===== config.mk =====
export PLATFORM = sky130hd
export DESIGN_NAME = nand_rr_arbiter
export DESIGN_NICKNAME = d
export VERILOG_FILES = /design/src/rtl/nand_rr_arbiter.sv
export SDC_FILE = /design/constraint.sdc
export NUM_CORES = 1
export LEC_CHECK = 0
export ABC_AREA = 0
export CORE_MARGIN = 3
export CORE_UTILIZATION = 47
export DETAILED_ROUTE_END_ITERATION = 7
export DONT_BUFFER_PORTS = 1
export GPL_ROUTABILITY_DRIVEN = 0
export MAX_ROUTING_LAYER = met4
export PLACE_DENSITY_LB_ADDON = 0.05
export SETUP_SLACK_MARGIN = 0.4
export SYNTH_ARGS = -nofsm -noshare
export SYNTH_HDL_FRONTEND = slang
export SYNTH_SLANG_ARGS = --single-unit

===== constraint.sdc =====
create_clock -name CLK -period 3.1 [get_ports CLK]
set_input_delay 0.465 -clock CLK [delete_from_list [all_inputs] [get_ports CLK]]
set_output_delay 0.465 -clock CLK [all_outputs]
set_load 0.05 [all_outputs]

===== src/rtl/nand_rr_arbiter.sv =====
// Four-channel round-robin arbiter; the granted channel's A/B operands feed a registered NAND.
// Define NRR_HOLD_LIMIT_EN to cap each ownership at HOLD_MAX consecutive grant cycles.
module nand_rr_arbiter #(
    parameter int unsigned HOLD_MAX = 4
) (
    input  logic       CLK,
    input  logic       CLR_N,
    input  logic [3:0] REQ,
    input  logic [3:0] A,
    input  logic [3:0] B,
    output logic [3:0] GNT,
    output logic       Y,
    output logic       VALID
);

    localparam int unsigned N_CH  = 4;
    localparam int unsigned CH_W  = 2;
    localparam int unsigned CNT_W = 4;

    typedef enum logic {
        S_IDLE = 1'b0,
        S_OWN  = 1'b1
    } state_e;

    if (HOLD_MAX < 1 || HOLD_MAX > 15) begin : g_bad_hold_max
        $error("nand_rr_arbiter: HOLD_MAX must be in 1..15");
    end

    state_e            state_q;
    logic [CH_W-1:0]   ptr_q;
    logic [CH_W-1:0]   owner_q;
    logic [CH_W-1:0]   pick_c;
    logic [CH_W-1:0]   idx_c;
    logic              found_c;
    logic              hold_hit_c;
    logic              release_c;

    // Rotating priority search: first requester at or above ptr_q, wrapping 3->0.
    always_comb begin
        pick_c  = ptr_q;
        idx_c   = ptr_q;
        found_c = 1'b0;
        for (int i = 0; i < int'(N_CH); i++) begin
            idx_c = ptr_q + CH_W'(i);
            if (!found_c && REQ[idx_c]) begin
                pick_c  = idx_c;
                found_c = 1'b1;
            end
        end
    end

`ifdef NRR_HOLD_LIMIT_EN
    logic [CNT_W-1:0] hold_q;

    assign hold_hit_c = (hold_q == CNT_W'(HOLD_MAX));

    // Counts grant cycles of the current ownership, starting at 1 on entry.
    always_ff @(posedge CLK or negedge CLR_N) begin
        if (!CLR_N) begin
            hold_q <= '0;
        end else if (state_q == S_IDLE) begin
            hold_q <= found_c ? CNT_W'(1) : '0;
        end else if (release_c) begin
            hold_q <= '0;
        end else begin
            hold_q <= hold_q + CNT_W'(1);
        end
    end
`else
    assign hold_hit_c = 1'b0;
`endif

    assign release_c = !REQ[owner_q] || hold_hit_c;

    // Grant FSM with registered NAND result; an owner release always passes through IDLE.
    always_ff @(posedge CLK or negedge CLR_N) begin
        if (!CLR_N) begin
            state_q <= S_IDLE;
            ptr_q   <= '0;
            owner_q <= '0;
            GNT     <= '0;
            Y       <= 1'b1;
            VALID   <= 1'b0;
        end else begin
            VALID <= 1'b0;
            case (state_q)
                S_IDLE: begin
                    if (found_c) begin
                        state_q <= S_OWN;
                        owner_q <= pick_c;
                        GNT     <= N_CH'(1) << pick_c;
                    end
                end
                S_OWN: begin
                    Y     <= ~(A[owner_q] & B[owner_q]);
                    VALID <= 1'b1;
                    if (release_c) begin
                        state_q <= S_IDLE;
                        GNT     <= '0;
                        ptr_q   <= owner_q + CH_W'(1);
                    end
                end
                default: begin
                    state_q <= S_IDLE;
                    GNT     <= '0;
                end
            endcase
        end
    end

endmodule


==> impl_metrics.yaml <==
finish:
  diodes: 0
  areaGrowthSynthToFinish_pct: 3.14
  layout-drive-gt1-share_pct: 22.6
  nFillCells: 112
  final_cell_mix: "dfrtp_1 (10), nand2_1 (6), o21ai_0 (5)"
  nets: 77
  mostFrequentLayoutCell: "dfrtp_1"
route:
  firstDrtPassIters: 4
  via_count: 469
  routed_wl_um: 1280
  initialDrtViolationCount: 9
  routedWlPerCell_um: 16.8
  drc: 0
  via_per_inst: 6.17
  antenna_left: 0
global_routing:
  grt_pass1_wl_um: 2080
  overflow: 0
  grt_pass1_vias: 458
  antenna_found_initial: 0
  grt_usage_pct: 15.9
  grt_max_degree: 13
synth:
  syn_area_per_cell_um2: 10.6
  syn_area_um2: 637
  synth_edf_count: 0
  ys_ff_latch: 11
  synth_fp_nets: 74
  ys_seq_area_share_pct: 43.4
  syn-instance-count: 60
  yosys_warnings: 0
  ys_types: 26
  yosys_most_used_dff: "dfrtp_1"
  synthArstFlopShare_pct: 100
sta:
  worstMarginPinSlew_ns: 0.504
  grt_setup_unrepaired: "false"
  fin_crit_ns: 1.56
  setup_tns_ns: 0
  slew_headroom_pct: 66.4
  final.period_utilization_pct: 50.3
  whs_ns: 0.0318
  fmax_mhz: 641
  hold_viol_final: 0
  final.setup_skew_ns: 0.00191
  setup_viol: 0
  slew_viol_final: 0
clock_tree:
  cts.clk_slew.worst_paths_ns: 0.07
  cts_buffers: 3
  cts_root_buffer: "clkbuf_4"
  cts_resized: 0
  clock_latency_ns: 0.27
  htreeDepth: 1
  clockBufferDepth: 2
  tritoncts: "built"
  numClockSinks: 11
critical_path:
  cp-end-kind: "flip-flop"
  required_ns: 3.24
  setup.worst_path.start_class: "flip-flop"
  cp_slowest_stage_delay_ns: 0.55
  cpLargestDelayFamily: "multiplexers"
  arrival_ns: 1.70
  cp_cell_sequence: "mux4_2 > nand2b_4 > nand3_2 > o31ai_1"
  path_class: "flip-flop to flip-flop"
  cp_num_buf_inv: 0
  crit_fanout: 9
  regToRegSetupSlack_ns: 1.54
  crit_slowest_cell: "mux4_2"
pwr:
  p_leak_nw: 0.261
  p_sw_w: 0.000363
  sw_frac_of_total_pct: 49.4
  ir_drop_uv: 482
  p_comb_share_pct: 32.5
  power_density_nw_per_um2: 1120
  clkPwrFrac_pct: 13.1
  power.internal_w: 0.000371
  pwr-share-seq_pct: 54.4
floorplanning:
  placementRows: 12
  die_x_um: 42.8
  die_h_um: 42.8
  die_area_um2: 1830
  start_util_pct: 53.7
  core-area_um2: 1190
  io_pins: 20
worst_hold_path:
  hold_path_class: "primary input to asynchronous set/reset pin"
outcome:
  status: "complete, no violations"
place:
  portBuffers: 0
  hpwl_um: 1030
run:
  cap_viol_max_count: 0
==> cell families (layout without fill, tap and decap cells) <==
kind of cell              Yosys count  count (layout)  share of synthesized area, %
DFF                                11              11                          43.4
and+or+nand+nor                    21              21                          21.4
muxes                               1               1                          3.54
AOI/OAI and AO/OA                  22              22                          24.4
buffers and inverters               4               6                          5.89
xor gates and xnor gates            1               1                          1.38
==> cell type report <==
type	instances	area, um^2	area share, %
inverters	1	3.75	0.571
repair buffers	1	10.0	1.52
multi-input cells	45	323	49.1
well taps	14	17.5	2.67
clock buffers	4	26.3	4.00
flip-flops and latches	11	277	42.1
==> layer usage <==
layer / part of all wire, % / track usage [%] / routed length [um]
met4: 3.6 / 11.2 / 46
met2: 52 / 24.6 / 661
met1: 38 / 18.3 / 488
met5: 0 / - / 0
met3: 6.1 / 2.97 / 78
==> path summary, 6_finish.rpt <==
kind,startpoint,depth (start not counted),end
min in group CLK,REQ[3],2,state_q
setup / recovery,owner_q[0],4,GNT[0]
hold reg to reg,state_q,0,VALID
max in group asynchronous,CLR_N,1,GNT[1]
hold / removal,CLR_N,0,Y
setup reg to reg,owner_q[0],4,GNT[0]
==> timing repair <==
action | in CTS | in global routing
hold buffers | 1 | 0
endpoints found under the hold margin | 10 | 0
buffers inserted | 0 | 0
==> power groups by stage <==
stage               clock network [W]  logic (W)  registers, W
floorplan                           0   0.000253      0.000372
global placement                    0   0.000226      0.000398
detailed placement                  0   0.000236      0.000401
CTS                          0.000101   0.000240      0.000399
global route                 0.000111   0.000264      0.000411
finish                      0.0000963   0.000239      0.000399
==> cell usage after synthesis, types with 2 or more instances <==
cell	n	area share [%]
a211oi_1	2	2.4
buf_6	3	5.3
dfrtp_1	10	39
nand2_1	6	3.5
nand2b_1	3	2.9
nand3_1	2	1.6
nand3_2	4	6.3
o211ai_1	2	2.4
o21a_1	3	3.5
o21ai_0	5	3.9
o21ai_2	2	2.8
o31ai_1	4	4.7
==> per-stage QoR <==
step / cells / instance area [um^2] / setup WS, ns / utilization, % / total power [W]
6_report: 76 / 657 / 1.54 / 55.4 / 0.000734
5_1_grt: 76 / 657 / 1.43 / 55.4 / 0.000785
4_1_cts: 76 / 657 / 1.52 / 55.4 / 0.000740
3_5_place_dp: 71 / 621 / 1.53 / 52.3 / 0.000637
3_3_place_gp: 71 / 621 / 1.56 / 52.3 / 0.000624
2_1_floorplan: 60 / 637 / 1.61 / - / 0.000625
==> registers in the layout (all words and copies together) (netlist names) <==
name,count
Y,1
ptr_q,2
state_q,1
GNT,4
owner_q,2
VALID,1
(Power assumes the default switching activity.)
